**src/rtl/fops_pkg.sv**
```systemverilog
// Shared definitions for the bf16 float-ops unit (fadd / fmul / fdiv_seq).
package fops_pkg;

    localparam logic [15:0] BF16_QNAN = 16'h7FC0;
    localparam logic [15:0] BF16_INF  = 16'h7F80;
    localparam logic [15:0] BF16_ZERO = 16'h0000;
    localparam logic [9:0]  BF16_BIAS = 10'd127;

    // Quotient bits produced by the divider: 8 significand + guard + normalise slack.
    localparam int QBITS = 10;

    typedef enum logic [1:0] {
        IDLE = 2'd0,
        DIV  = 2'd1,
        NORM = 2'd2
    } fdiv_state_t;

    // Operand class; all flags clear means a normal number.
    typedef struct packed {
        logic zero;
        logic subnorm;
        logic inf;
        logic nan;
    } bf16_class_t;

    // Special-case outcome of a division, resolved when the operation starts.
    typedef enum logic [1:0] {
        SPC_NONE = 2'd0,
        SPC_QNAN = 2'd1,
        SPC_INF  = 2'd2,
        SPC_ZERO = 2'd3
    } fdiv_special_t;

    // Priority-ordered special decision; subnormal operands count as zero.
    function automatic fdiv_special_t fdiv_special(input bf16_class_t ca, input bf16_class_t cb);
        logic a_zero;
        logic b_zero;
        fdiv_special_t res;
        a_zero = ca.zero | ca.subnorm;
        b_zero = cb.zero | cb.subnorm;
        if (ca.nan || cb.nan) begin
            res = SPC_QNAN;
        end else if (a_zero && b_zero) begin
            res = SPC_QNAN;
        end else if (ca.inf && cb.inf) begin
            res = SPC_QNAN;
        end else if (ca.inf || b_zero) begin
            res = SPC_INF;
        end else if (cb.inf || a_zero) begin
            res = SPC_ZERO;
        end else begin
            res = SPC_NONE;
        end
        return res;
    endfunction

endpackage

```
**src/rtl/bf16_classify.sv**
```systemverilog
// Combinational classification of one bf16 operand (magnitude bits only).
module bf16_classify
    import fops_pkg::*;
(
    input  logic [14:0]  op_mag,
    output bf16_class_t  cls
);

    logic [7:0] exp_s;
    logic [6:0] frac_s;

    assign exp_s  = op_mag[14:7];
    assign frac_s = op_mag[6:0];

    // Decode exponent/fraction extremes into class flags.
    always_comb begin
        cls = '0;
        if (exp_s == 8'd0) begin
            cls.zero    = (frac_s == 7'd0);
            cls.subnorm = (frac_s != 7'd0);
        end else if (exp_s == 8'hFF) begin
            cls.inf = (frac_s == 7'd0);
            cls.nan = (frac_s != 7'd0);
        end else begin
            cls = '0;
        end
    end

endmodule

```
**src/rtl/fdiv_seq.sv**
```systemverilog
// Multi-cycle bf16 divider: radix-2 restoring mantissa division, one quotient
// bit per clock, fixed 11-edge latency from the accepting edge to done.
module fdiv_seq
    import fops_pkg::*;
(
    input  logic        clk,
    input  logic        rst_n,
    input  logic        start,
    input  logic [15:0] a_in,
    input  logic [15:0] b_in,
    input  logic        round_to_zero,
    output logic        busy,
    output logic        done,
    output logic [15:0] result
);

    fdiv_state_t   state_q, state_d;
    logic          busy_q, busy_d;
    logic          done_q, done_d;
    logic [15:0]   result_q, result_d;
    logic [3:0]    count_q, count_d;
    logic [8:0]    rem_q, rem_d;
    logic [9:0]    quo_q, quo_d;
    logic [7:0]    mb_q, mb_d;
    logic [7:0]    ea_q, ea_d;
    logic [7:0]    eb_q, eb_d;
    logic          sign_q, sign_d;
    logic          rtz_q, rtz_d;
    fdiv_special_t spc_q, spc_d;

    bf16_class_t   a_cls_s;
    bf16_class_t   b_cls_s;
    logic [7:0]    rem_diff_s;
    logic [15:0]   norm_result_s;

    bf16_classify u_cls_a (.op_mag(a_in[14:0]), .cls(a_cls_s));
    bf16_classify u_cls_b (.op_mag(b_in[14:0]), .cls(b_cls_s));

    // When a subtraction happens the true difference is below mb, so 8 bits suffice.
    assign rem_diff_s = rem_q[7:0] - mb_q;

    // Normalise the quotient, round, range-check and apply special overrides.
    always_comb begin
        logic [6:0]        mant_s;
        logic              guard_s;
        logic              guard_eff_s;
        logic [7:0]        mant_inc_s;
        logic [6:0]        mant_r_s;
        logic signed [9:0] exp_base_s;
        logic signed [9:0] exp_n_s;
        logic signed [9:0] exp_r_s;

        exp_base_s = $signed({2'b00, ea_q}) - $signed({2'b00, eb_q}) + $signed(BF16_BIAS);
        if (quo_q[9]) begin
            mant_s  = quo_q[8:2];
            guard_s = quo_q[1];
            exp_n_s = exp_base_s;
        end else begin
            mant_s  = quo_q[7:1];
            guard_s = quo_q[0];
            exp_n_s = exp_base_s - 10'sd1;
        end

        // Negative results truncate toward zero when requested; otherwise round half up.
        guard_eff_s = (rtz_q && sign_q) ? 1'b0 : guard_s;
        mant_inc_s  = {1'b0, mant_s} + {7'd0, guard_eff_s};
        if (mant_inc_s[7]) begin
            mant_r_s = 7'd0;
            exp_r_s  = exp_n_s + 10'sd1;
        end else begin
            mant_r_s = mant_inc_s[6:0];
            exp_r_s  = exp_n_s;
        end

        case (spc_q)
            SPC_QNAN: norm_result_s = BF16_QNAN;
            SPC_INF:  norm_result_s = BF16_INF;
            SPC_ZERO: norm_result_s = BF16_ZERO;
            default: begin
                if (exp_r_s >= 10'sd255) begin
                    norm_result_s = BF16_INF;
                end else if (exp_r_s <= 10'sd0) begin
                    norm_result_s = BF16_ZERO;
                end else begin
                    norm_result_s = {sign_q, exp_r_s[7:0], mant_r_s};
                end
            end
        endcase
    end

    // Next-state logic for the FSM, the iteration counter and the datapath.
    always_comb begin
        state_d  = state_q;
        busy_d   = busy_q;
        done_d   = 1'b0;
        result_d = result_q;
        count_d  = count_q;
        rem_d    = rem_q;
        quo_d    = quo_q;
        mb_d     = mb_q;
        ea_d     = ea_q;
        eb_d     = eb_q;
        sign_d   = sign_q;
        rtz_d    = rtz_q;
        spc_d    = spc_q;

        case (state_q)
            IDLE: begin
                if (start) begin
                    sign_d  = a_in[15] ^ b_in[15];
                    rtz_d   = round_to_zero;
                    ea_d    = a_in[14:7];
                    eb_d    = b_in[14:7];
                    rem_d   = {2'b01, a_in[6:0]};
                    mb_d    = {1'b1, b_in[6:0]};
                    quo_d   = 10'd0;
                    count_d = 4'd0;
                    spc_d   = fdiv_special(a_cls_s, b_cls_s);
                    busy_d  = 1'b1;
                    state_d = DIV;
                end else begin
                    state_d = IDLE;
                end
            end
            DIV: begin
                // Restoring step: subtract when it fits, then shift the remainder.
                if (rem_q >= {1'b0, mb_q}) begin
                    quo_d = {quo_q[8:0], 1'b1};
                    rem_d = {rem_diff_s, 1'b0};
                end else begin
                    quo_d = {quo_q[8:0], 1'b0};
                    rem_d = {rem_q[7:0], 1'b0};
                end
                count_d = count_q + 4'd1;
                if (count_q == 4'(QBITS - 1)) begin
                    state_d = NORM;
                end else begin
                    state_d = DIV;
                end
            end
            NORM: begin
                result_d = norm_result_s;
                done_d   = 1'b1;
                busy_d   = 1'b0;
                state_d  = IDLE;
            end
            default: begin
                busy_d  = 1'b0;
                state_d = IDLE;
            end
        endcase
    end

    // State and datapath registers; async reset aborts any operation in flight.
    always_ff @(posedge clk or negedge rst_n) begin
        if (!rst_n) begin
            state_q  <= IDLE;
            busy_q   <= 1'b0;
            done_q   <= 1'b0;
            result_q <= 16'h0000;
            count_q  <= 4'd0;
            rem_q    <= 9'd0;
            quo_q    <= 10'd0;
            mb_q     <= 8'd0;
            ea_q     <= 8'd0;
            eb_q     <= 8'd0;
            sign_q   <= 1'b0;
            rtz_q    <= 1'b0;
            spc_q    <= SPC_NONE;
        end else begin
            state_q  <= state_d;
            busy_q   <= busy_d;
            done_q   <= done_d;
            result_q <= result_d;
            count_q  <= count_d;
            rem_q    <= rem_d;
            quo_q    <= quo_d;
            mb_q     <= mb_d;
            ea_q     <= ea_d;
            eb_q     <= eb_d;
            sign_q   <= sign_d;
            rtz_q    <= rtz_d;
            spc_q    <= spc_d;
        end
    end

    assign busy   = busy_q;
    assign done   = done_q;
    assign result = result_q;

endmodule

```
**config.mk**
```make
export PLATFORM = sky130hd
export DESIGN_NAME = fdiv_seq
export DESIGN_NICKNAME = d
export VERILOG_FILES = /design/src/rtl/fops_pkg.sv /design/src/rtl/bf16_classify.sv /design/src/rtl/fdiv_seq.sv
export SDC_FILE = /design/constraint.sdc
export NUM_CORES = 1
export LEC_CHECK = 0
export ABC_AREA = 1
export CAP_MARGIN = 15
export CORE_MARGIN = 3
export CORE_UTILIZATION = 57
export CTS_CLUSTER_SIZE = 30
export DETAILED_ROUTE_END_ITERATION = 8
export PLACE_DENSITY = 0.83
export SETUP_SLACK_MARGIN = 0.5
export SLEW_MARGIN = 20
export SYNTH_ARGS = -nofsm -noshare
export SYNTH_HDL_FRONTEND = slang
export SYNTH_SLANG_ARGS = --single-unit
export TNS_END_PERCENT = 10
```
**constraint.sdc**
```tcl
create_clock -name clk -period 4.25 [get_ports clk]
set_clock_uncertainty 0.1 [all_clocks]
set_input_delay 0.85 -clock clk [delete_from_list [all_inputs] [get_ports clk]]
set_output_delay 0.85 -clock clk [all_outputs]
set_load 0.05 [all_outputs]
```
==> Word level (Yosys, flattened, before mapping) <==
Cells that the tools add are included.
{ "word_totals": {"in_bits": 36, "register_bits": 71, "output_inout_bits": 18, "wordCells": 87} }
{ "op_classes": {"muxes": 34, "bitwise_logic": 4, "n_eq_ne": 9, "n_reduce_logical": 17, "order_cmp": 3, "n_addsub": 7} }
{ "op_table": {"columns": ["operator", "n"], "rows": [
  ["one-hot mux 16 bit (3 select lines)", 1],
  ["2-to-1 mux 16 bit", 2],
  ["2-to-1 mux 10 bit", 3],
  ["2-to-1 mux 2 bit", 12],
  ["one-hot mux 10 bit (2 select lines)", 1],
  ["2-to-1 mux 9 bit", 2],
  ["one-hot mux 9 bit (2 select lines)", 1],
  ["== test 8 bit (second input constant)", 2],
  ["logical NOT 8 bit", 2],
  ["logical NOT 7 bit", 2],
  ["2-to-1 mux 7 bit", 2],
  ["nonzero test 7 bit", 2],
  ["adder 10 x 2 -> 10 bit (second input constant)", 1],
  ["adder 9 x 8 -> 10 bit (second input constant)", 1],
  [">= comparator 10 x 9 -> 1 bit (second input constant)", 1],
  ["less-or-equal comparator 10 x 1 -> 1 bit (second input constant)", 1],
  ["subtractor 10 x 2 -> 10 bit (second input constant)", 1],
  [">= comparator 9 x 8 -> 1 bit", 1],
  ["subtractor 8 x 8 -> 9 bit", 1],
  ["adder 7 x 1 -> 8 bit", 1],
  ["one-hot mux 4 bit (2 select lines)", 1],
  ["subtractor 8 bit", 1],
  ["== test 2 bit (second input constant)", 3],
  ["2-to-1 mux 1 bit", 6],
  ["15 further kinds", 23]
]} }

==> Depth between registers and ports, before layout <==
Gate-level depths: netlist (run 1).
{ "depth": {"depth_word": 10, "depth_mapped": 27, "mapped_depth_nobuf": 27} }

==> Cells and area by module <==
Synthesis (run 1) repeated with hierarchy kept, for this count alone.
{ "unflattened": {"hier_cells": 763, "hier_area_um2": 5295.1} }
{ "modules_own_cells": {"columns": ["module", "area_per_inst_um2", "seq_area_each_um2", "n_inst", "cells_each"], "rows": [
  ["fdiv_seq", 4969.8, 1776.7, 1, 677],
  ["bf16_classify", 162.7, 0.0, 2, 43]
]} }

==> Worst setup path after synthesis (run 1) <==
OpenSTA, ideal clock, no wires.
{ "synth_path": {"kind": "reg2reg", "startpoint": "register eb_q[0]", "endpoint": "register result_q[15], in the netlist result[15]", "t_arrival_ns": 2.992, "setup_ns": 0.118, "path_stages_with_launch": 22, "slack_ns": 1.040, "n_path_buf": 0, "t_required_ns": 4.032, "period_less_slack_ns": 3.210, "cell_sequence": "dfrtp_1 -> ha_1 -> fa_1 -> ha_1 -> xor2_1 -> inv_1 -> ha_1 -> nand3b_1 -> nand2_1 -> nand2_1 -> inv_1 -> nand2_1 -> a21oi_1 -> nand2_1 -> a21oi_1 -> nand2_1 -> inv_1 -> nand4_2 -> nand2_2 -> nor2_4 -> nand3_1 -> nand2_1"} }
{ "synth_via": {"elab_chain_cells": 10, "elab_cells_between_ends": 11, "classes_between": "4 x add/sub; 2 x order compare; 5 x mux"} }
{ "synth_rtl": {"columns": ["item", "line_no", "rtl"], "rows": [
  ["start, declared", "fdiv_seq.sv:26", "logic [7:0] eb_q, eb_d;"],
  ["start signal, assigned", "fdiv_seq.sv:166", "eb_q <= 8'd0;"],
  ["start signal, assigned", "fdiv_seq.sv:180", "eb_q <= eb_d;"],
  ["subtractor 8 x 8 -> 9 bit *", "fdiv_seq.sv:53", "exp_base_s = $signed({2'b00, ea_q}) - $signed({2'b00, eb_q}) + $signed(BF16_BIAS);"],
  ["adder 9 x 8 -> 10 bit *", "fdiv_seq.sv:53", null],
  ["subtractor 10 x 2 -> 10 bit", "fdiv_seq.sv:61", "exp_n_s = exp_base_s - 10'sd1;"],
  ["2-to-1 mux 10 bit *", "fdiv_seq.sv:54", "if (quo_q[9]) begin"],
  ["adder 10 x 2 -> 10 bit", "fdiv_seq.sv:69", "exp_r_s = exp_n_s + 10'sd1;"],
  ["2-to-1 mux 10 bit *", "fdiv_seq.sv:67", "if (mant_inc_s[7]) begin"],
  ["less-or-equal comparator 10 x 1 -> 1 bit", "fdiv_seq.sv:82", "end else if (exp_r_s <= 10'sd0) begin"],
  ["2-to-1 mux 16 bit", "fdiv_seq.sv:82", null],
  ["2-to-1 mux 16 bit *", "fdiv_seq.sv:80", "if (exp_r_s >= 10'sd255) begin"],
  ["one-hot mux 16 bit (3 select lines) *", "fdiv_seq.sv:75", "case (spc_q)"],
  ["end signal, assigned", "fdiv_seq.sv:174", "result_q <= result_d;"],
  ["end, declared", "fdiv_seq.sv:20", "logic [15:0] result_q, result_d;"]
]} }
Mark *: on every way between the ends. The rest lies on a longest branch, timed or not.
A chain may end at the register's enable or synchronous reset.

==> Worst setup path in the final report (run 1) <==
{ "layout_path": {"startpoint": "register ea_q[0]", "endpoint": "register result_q[11], in the netlist result[11]"} }
{ "layout_via": {"elab_chain_cells": 10, "elab_cells_between_ends": 11, "classes_between": "4 x add/sub; 2 x order compare; 5 x mux"} }
{ "layout_rtl": {"columns": ["item", "line_no", "rtl"], "rows": [
  ["start, declared", "fdiv_seq.sv:25", "logic [7:0] ea_q, ea_d;"],
  ["start signal, assigned", "fdiv_seq.sv:165", "ea_q <= 8'd0;"],
  ["start signal, assigned", "fdiv_seq.sv:179", "ea_q <= ea_d;"],
  ["subtractor 8 x 8 -> 9 bit *", "fdiv_seq.sv:53", null],
  ["adder 9 x 8 -> 10 bit *", "fdiv_seq.sv:53", null],
  ["subtractor 10 x 2 -> 10 bit", "fdiv_seq.sv:61", null],
  ["2-to-1 mux 10 bit *", "fdiv_seq.sv:54", null],
  ["adder 10 x 2 -> 10 bit", "fdiv_seq.sv:69", null],
  ["2-to-1 mux 10 bit *", "fdiv_seq.sv:67", null],
  ["less-or-equal comparator 10 x 1 -> 1 bit", "fdiv_seq.sv:82", null],
  ["2-to-1 mux 16 bit", "fdiv_seq.sv:82", null],
  ["2-to-1 mux 16 bit *", "fdiv_seq.sv:80", null],
  ["one-hot mux 16 bit (3 select lines) *", "fdiv_seq.sv:75", null]
]} }
Marks and branches as above.

==> results of run 1 <==
## final cells by class
type	count	area, sq um
Multi-Input combinational cell	493	2700
Clock inverter	7	61.3
Fill cell	724	2570
Inverter	102	385
Clock buffer	9	124
Tap cell	105	131
Timing Repair Buffer	56	548
Sequential cell	71	1780
## worst max-delay path, stage by stage (launching register included)
cell and delay (ns):
sky130_fd_sc_hd__dfrtp_1 0.36, sky130_fd_sc_hd__inv_1 0.07, sky130_fd_sc_hd__ha_1 0.20, sky130_fd_sc_hd__fa_2 0.50, sky130_fd_sc_hd__ha_4 0.30, sky130_fd_sc_hd__xor2_1 0.18, sky130_fd_sc_hd__inv_1 0.10, sky130_fd_sc_hd__ha_1 0.27
sky130_fd_sc_hd__nand3b_1 0.16, sky130_fd_sc_hd__nand2_1 0.11, sky130_fd_sc_hd__nand2_1 0.06, sky130_fd_sc_hd__inv_1 0.05, sky130_fd_sc_hd__nand2_1 0.04, sky130_fd_sc_hd__a21oi_1 0.12, sky130_fd_sc_hd__nand2_1 0.08, sky130_fd_sc_hd__a21oi_1 0.15
sky130_fd_sc_hd__nand2_1 0.07, sky130_fd_sc_hd__inv_1 0.09, sky130_fd_sc_hd__nand4_4 0.11, sky130_fd_sc_hd__nand3b_1 0.11, sky130_fd_sc_hd__nand2_1 0.05, sky130_fd_sc_hd__nand2_1 0.06, sky130_fd_sc_hd__nand2_1 0.05
## layer usage
metal  wire length [microns]  up-vias  track usage [%]
li1                        -     2319                -
met5                       0        -                0
met1                    4820     2117             30.3
met2                    5080      120             41.0
met3                     533       23             4.67
met4                     233        0             7.56
## synthesized netlist by cell type, types with 3 or more instances
master                     instances  area, sq um
sky130_fd_sc_hd__nand4_1          12         75.1
sky130_fd_sc_hd__a21oi_1          39          195
sky130_fd_sc_hd__dfrtp_1          71         1780
sky130_fd_sc_hd__nand2_1         211          792
sky130_fd_sc_hd__o211ai_1          4         30.0
sky130_fd_sc_hd__inv_2             6         22.5
sky130_fd_sc_hd__xnor2_1          10         87.6
sky130_fd_sc_hd__xor2_1            5         43.8
sky130_fd_sc_hd__o22ai_1          12         75.1
sky130_fd_sc_hd__nand3b_1          6         45.0
sky130_fd_sc_hd__nor2_2            4         25.0
sky130_fd_sc_hd__ha_1             25          313
sky130_fd_sc_hd__o21ai_2           5         43.8
sky130_fd_sc_hd__a22oi_1           4         30.0
sky130_fd_sc_hd__nor2_4            6         67.6
sky130_fd_sc_hd__nor3_1            3         15.0
sky130_fd_sc_hd__nor4_1            7         43.8
sky130_fd_sc_hd__nand2_2          11         68.8
sky130_fd_sc_hd__inv_1            95          357
sky130_fd_sc_hd__o21ai_0          43          215
sky130_fd_sc_hd__nor2_1           27          101
sky130_fd_sc_hd__nand3_1          39          195
sky130_fd_sc_hd__clkbuf_1         11         41.3
## kinds of logic after synthesis
group                      share of synthesized area [%]
AOI/OAI and AO/OA                                   14.2
buffers and inverters                               9.44
adders and majority gates                           7.18
DFF                                                 36.2
and+or+nand+nor                                     30.2
muxes                                              0.204
xor gates and xnor gates                            2.67
## cells in the final DEF (no fill, tap or decap), drive strengths merged, types with 9 or more instances in the layout
| cell type | n |
|---|---|
| clkdlybuf4s50 | 52 |
| clkbuf | 9 |
| dfrtp | 71 |
| a21oi | 42 |
| nor2 | 37 |
| nand4 | 13 |
| nand2 | 222 |
| inv | 106 |
| o22ai | 12 |
| nand3 | 41 |
| o21ai | 51 |
| xnor2 | 10 |
| ha | 25 |
## stage by stage
stage	cells	instance area [sq um]	util [%]
floorplan	680	4910	-
global placement	827	5520	66.5
detailed placement	827	5520	66.5
CTS	843	5700	68.7
global route	843	5730	69.0
finish	843	5730	69.0
## worst min path at each step
| stage | endpoint |
|---|---|
| after CTS | quo_q[0] |
| after global placement | mb_q[7] |
| after global routing | rtz_q |
| final | rtz_q |
| after floorplan | mb_q[7] |
| after detailed placement | mb_q[7] |
## sequential cells by signal, indices dropped and copies added, names as in the netlist
| signal | count |
|---|---|
| done | 1 |
| spc_q | 2 |
| sign_q | 1 |
| ea_q | 8 |
| rem_q | 9 |
| mb_q | 8 |
| rtz_q | 1 |
| count_q | 4 |
| eb_q | 8 |
| state_q | 2 |
| busy | 1 |
| result | 16 |
| quo_q | 10 |
==> results.txt, run 1 <==
----------------------------------------------------
[Placed design]
  Worst setup timing slack at the placement stage ... ~0.77 ns
  Final weighted congestion of routability-driven global placement ... approximately 0.88
  Number of I/O port buffers ... 53
  Detail Placement HPWL ... 8.30 mm

[Worst setup path]
  Worst Reg-to-Reg Cells ... 22
  WS Path Type ... reg -> reg
  Data arrival, critical path ... about 3.6 ns
  Worst setup SP type ... flop
  Worst reg2reg setup slack ... about 0.76 ns
  CP required ... 4.40 ns
  Worst R2R Start ... ea_q[0]
  Crit path to ... result[11]
  First element of the critical path ... ea_q[0]
  Endpoint type of the worst setup path ... flop
  Critical R2R Capture ... result[11]
  Top fanout value on the critical path ... 6

[Timing]
  Worst Slack Setup Final ... between 0.7 and 0.8 ns
  Slew at the pin closest to its max-slew limit ... 0.702 ns
  Final-report setup violation count ... 0
  Setup Total Neg Slack ... 0 ns
  Max-slew headroom ... 53.2%
  Shortest clock period the worst path allows after layout ... 3.49 ns
  Maximum clock frequency ... 287 MHz
  Final critical-path share of the clock period ... 82.0%
  Final Max Slew Viols ... 0
  Setup repair after global routing missed its margin ... true
  Hold_ws ... 0.314 ns
  Final Hold Violating Endpoints ... 0

[Floorplan]
  Die area ... 9770 sq um
  Core Box Area ... 8300 sq um
  Top-level I/O count ... 54
  Initial Utilization ... between 50 and 60%
  Total number of placement rows ... 33
  Height of the die ... just under 100 microns
  Die width ... 98.9 microns

[Cells and area]
  Number of antenna repair diodes ... 0
  Synthesis-to-finish area growth ... 16.6%
  Ratio of cells with drive above 1 in the final layout ... 8.67%
  Total number of nets in the final design ... about 800

[Clock network]
  Deepest clock path buffer count ... 2
  Clock latency on the worst-skew pair ... 0.36 ns
  H-tree Lvls ... 3
  TritonCTS Buffers ... 9
  CTS Hold Buffers Added ... 0
  Clock transition at the register clock pins on the worst setup and hold paths after CTS ... around 0.090 ns
  Master cell of the clock root buffer ... sky130_fd_sc_hd__clkbuf_8
  TritonCTS clock tree ... yes
  Setup Buffers After CTS ... 0
  Post-cts repair resize count ... 0
  Sink Count ... 71

[Route]
  Drt first-iter violations ... about 190
  Number of vias after detailed routing ... 4579
  Average via count per standard cell ... 5.43
  Remaining antenna violation count ... 0
  DR pass1 iterations ... 4
  Final routed wire length divided by cell count ... 12.7 microns
  Post-detailed-route DRC marker count ... 0
  Final Routed Wirelength ... 10.7 mm

[Global routing]
  Number of antenna violations at the first check in global routing ... 0
  Total global-route track usage ... 23.9%
  Wire length of the first global-routing pass ... 19.6 mm
  Remaining global-route overflow ... 0
  Via count of the first global-routing pass ... 4533
  Maximum number of pins on one net before global-route repair ... 34

[Logic synthesis]
  Count of cell types in the netlist ... 43
  Synth async-reset ratio ... 100%
  Warnings from Yosys ... 0
  Post-Syn Instances ... 680
  Number of enable-type register cells in the synthesized netlist ... 0
  Dominant register cell in the synthesized netlist ... sky130_fd_sc_hd__dfrtp_1
  Nets in the synthesized netlist ... approximately 740
  Flip-flop and latch count after synthesis ... 71
  Avg Inst Size Synth ... 7.23 sq um
  Sequential-to-total area share from yosys stat ... 36.2%
  Post-synth design cell area ... 4910 sq um

[Flow run]
  Max-capacitance violation count ... 0

[Worst hold path]
  HP Class ... in -> async

[Outcome]
  Result of the run ... finished clean

----------------------------------------------------
Power of run 1 is left out: the tool's default activity adds up to more than one toggle a clock period on the data nets, which glitch-free logic cannot reach.
==> run 2, diff against run 1 <==
--- a/config.mk
+++ b/config.mk
@@ -8,10 +8,10 @@
 export ABC_AREA = 1
 export CAP_MARGIN = 15
 export CORE_MARGIN = 3
-export CORE_UTILIZATION = 57
+export CORE_UTILIZATION = 52
 export CTS_CLUSTER_SIZE = 30
 export DETAILED_ROUTE_END_ITERATION = 8
-export PLACE_DENSITY = 0.83
+export PLACE_DENSITY = 0.79
 export SETUP_SLACK_MARGIN = 0.5
 export SLEW_MARGIN = 20
 export SYNTH_ARGS = -nofsm -noshare
==> constraint.sdc (replaced) <==
create_clock -name clk -period 3.1 [get_ports clk]
set_clock_uncertainty 0.1 [all_clocks]
set_input_delay 0.62 -clock clk [delete_from_list [all_inputs] [get_ports clk]]
set_output_delay 0.62 -clock clk [all_outputs]
set_load 0.05 [all_outputs]
==> results.txt, run 2 (synthesis gave the netlist of run 1 again) <==
----------------------------------------------------
[Cells and area]
  Number of antenna repair diodes ... 0 (unchanged)
  Most common library cell in the layout ignoring fill and taps ... sky130_fd_sc_hd__nand2_1 (unchanged)
  Util after Layout ... 69.7% (was 69.0%)
  Ratio of cells with drive above 1 in the final layout ... 18.0% (was 8.67%)
  Leading cell types in the layout, fill and taps excluded ... sky130_fd_sc_hd__nand2_1, sky130_fd_sc_hd__inv_1, sky130_fd_sc_hd__dfrtp_1 (unchanged)
  Total number of nets in the final design ... 835 (was 796)
  Final cell count without fillers ... 885 (was 843)
  Number of flip-flops in the largest register ... 16 (unchanged)
  Synthesis-to-finish area growth ... 26.8% (was 16.6%)

[Route]
  Final Routed Wirelength ... 11.1 mm (was 10.7 mm)
  Post-detailed-route DRC marker count ... 0 (unchanged)
  Final routed wire length divided by cell count ... 12.6 microns (was 12.7 microns)
  DR pass1 iterations ... 5 (was 4)
  Drt first-iter violations ... 216 (was 193)
  Number of vias after detailed routing ... 4695 (was 4579)
  Average via count per standard cell ... 5.31 (was 5.43)
  Remaining antenna violation count ... 0 (unchanged)

[Worst setup path]
  Endpoint type of the worst setup path ... flop (unchanged)
  CP required ... 3.24 ns (was 4.40 ns)
  Crit path buf inv count ... 2 (was 4)
  Maximum cell stage delay along the critical path ... 0.57 ns (was 0.50 ns)
  Dominant cell type by count on the critical path ... sky130_fd_sc_hd__nand2_1 (unchanged)
  WS Path Type ... reg -> reg (unchanged)
  Master of the slowest instance on the critical path ... sky130_fd_sc_hd__fa_2 (unchanged)
  Top fanout value on the critical path ... 5 (was 6)
  Worst setup SP type ... flop (unchanged)
  Cell family with the largest share of critical-path delay ... adder cells (unchanged)
  Worst Reg-to-Reg Cells ... 20 (was 22)
  Crit-path cells ... ha_2 > fa_2 > ha_4 > xor2_2 > inv_1 > ha_4 > nand3_2 > nor2_1 > nand2_1 > a21oi_2 > nand2_2 > xnor2_2 > nand2_1 > nor2_4 > nor2_4 > inv_4 > nand2_4 > nand2_1 > nand2_1 > nand2_1 (was inv_1 > ha_1 > fa_2 > ha_4 > xor2_1 > inv_1 > ha_1 > nand3b_1 > nand2_1 > nand2_1 > inv_1 > nand2_1 > a21oi_1 > nand2_1 > a21oi_1 > nand2_1 > inv_1 > nand4_4 > nand3b_1 > nand2_1 > nand2_1 > nand2_1)
  Data arrival, critical path ... 3.47 ns (was 3.63 ns)
  Stages on the worst setup path ... 20 (was 22)

[Floorplan]
  Initial Utilization ... 55.0% (was 59.2%)
  Die width ... 103 microns (was 98.9 microns)
  Total number of placement rows ... 34 (was 33)
  Height of the die ... 103 microns (was 98.9 microns)
  Die area ... 10700 sq um (was 9770 sq um)
  Top-level I/O count ... 54 (unchanged)
  Core Box Area ... 8930 sq um (was 8300 sq um)

[Timing]
  Max-slew headroom ... 41.4% (was 53.2%)
  Final critical-path share of the clock period ... 107% (was 82.0%)
  Maximum clock frequency ... 300 MHz (was 287 MHz)
  Slew at the pin closest to its max-slew limit ... 0.879 ns (was 0.702 ns)
  Final Max Slew Viols ... 0 (unchanged)
  Worst Slack Setup Final ... -0.228 ns (was 0.764 ns)
  Shortest clock period the worst path allows after layout ... 3.33 ns (was 3.49 ns)
  Setup Total Neg Slack ... -3.15 ns (was 0 ns)
  Final-report setup violation count ... 16 (was 0)
  Final Hold Violating Endpoints ... 0 (unchanged)
  Setup repair after global routing missed its margin ... true (unchanged)

[Placed design]
  Final weighted congestion of routability-driven global placement ... 0.863 (was 0.880)
  Number of cells after detailed placement ... 862 (was 827)
  Number of I/O port buffers ... 53 (unchanged)
  Detail Placement HPWL ... 8.33 mm (was 8.30 mm)
  Worst setup timing slack at the placement stage ... -0.270 ns (was 0.769 ns)

[Global routing]
  Number of antenna violations at the first check in global routing ... 0 (unchanged)
  Wire length of the first global-routing pass ... 18.9 mm (was 19.6 mm)
  Via count of the first global-routing pass ... 4519 (was 4533)
  Global routing usage on met1 ... 27.8% (was 30.3%)
  Total global-route track usage ... 22.0% (was 23.9%)
  GR met2 Demand/Resource ... 38.2% (was 41.0%)
  Remaining global-route overflow ... 0 (unchanged)
  Maximum number of pins on one net before global-route repair ... 72 (was 34)
  Global-route layer with the greatest usage ... met2 (unchanged)
  Met3 capacity usage during global routing ... 3.55% (was 4.67%)

[Flow run]
  Max-capacitance violation count ... 0 (unchanged)

[Clock network]
  Clock latency on the worst-skew pair ... 0.35 ns (was 0.36 ns)
  Deepest clock path buffer count ... 2 (unchanged)
  TritonCTS clock tree ... yes (unchanged)
  Master cell of the clock root buffer ... sky130_fd_sc_hd__clkbuf_8 (unchanged)
  Clock transition at the register clock pins on the worst setup and hold paths after CTS ... 0.08 ns (was 0.09 ns)
  H-tree Lvls ... 3 (unchanged)
  Sink Count ... 71 (unchanged)
  TritonCTS Buffers ... 9 (unchanged)

[Worst hold path]
  HP Class ... in -> async (unchanged)

[Outcome]
  Violations in the final reports ... setup timing
  Result of the run ... complete, but fails checks (was finished clean)

----------------------------------------------------
[run 2: timing repair]
| item | CTS | global route |
|---|---|---|
| setup buffers | 5 | 2 |
| gates resized for setup | 22 | 31 |
| hold buffers | 0 | 0 |
| pin swaps | 19 | 17 |
| endpoints found under the setup margin | 23 | 24 |
[run 2: area by class of cell]
class / count / area, sq um
inverter: 102 / 385
timing repair buffer: 95 / 848
clock inverter: 5 / 63.8
multi-input combinational: 493 / 2870
fill: 734 / 2700
sequential: 71 / 1780
tap: 108 / 135
clock buffer: 11 / 151
[run 2: metrics by stage]
step	cell area [sq um]	hold slack (ns)
floorplan	4930	0.224
global placement	5770	0.340
detailed placement	5770	0.343
CTS	6110	0.362
global route	6230	0.384
finish	6230	0.357
[run 2: metal layers]
metal | routed length [microns] | share of wire [%]
met5 | 0 | 0
met4 | 189 | 1.7
met3 | 488 | 4.4
met2 | 5450 | 49
met1 | 5000 | 45
[run 2: path summary, 6_finish.rpt]
kind                               from         to  slack (ns)
min in group clk                mb_q[7]    mb_q[7]        0.36
worst min-delay path              rst_n  result[3]        0.36
worst min register to register  mb_q[7]    mb_q[7]        0.36
worst max-delay path            eb_q[0]  result[8]       -0.23
worst max register to register  eb_q[0]  result[8]       -0.23
max in group asynchronous         rst_n    ea_q[2]        1.95
Power of run 2 is left out for the same reason.
==> run 3, diff against run 2 <==
--- a/config.mk
+++ b/config.mk
@@ -9,6 +9,7 @@
 export CAP_MARGIN = 15
 export CORE_MARGIN = 3
 export CORE_UTILIZATION = 52
+export CTS_CLUSTER_DIAMETER = 40
 export CTS_CLUSTER_SIZE = 30
 export DETAILED_ROUTE_END_ITERATION = 8
 export PLACE_DENSITY = 0.79
==> results of run 3 <==
The final DEF is identical to that of run 2; final timing and power are the same.
Power of run 3 is left out for the same reason.
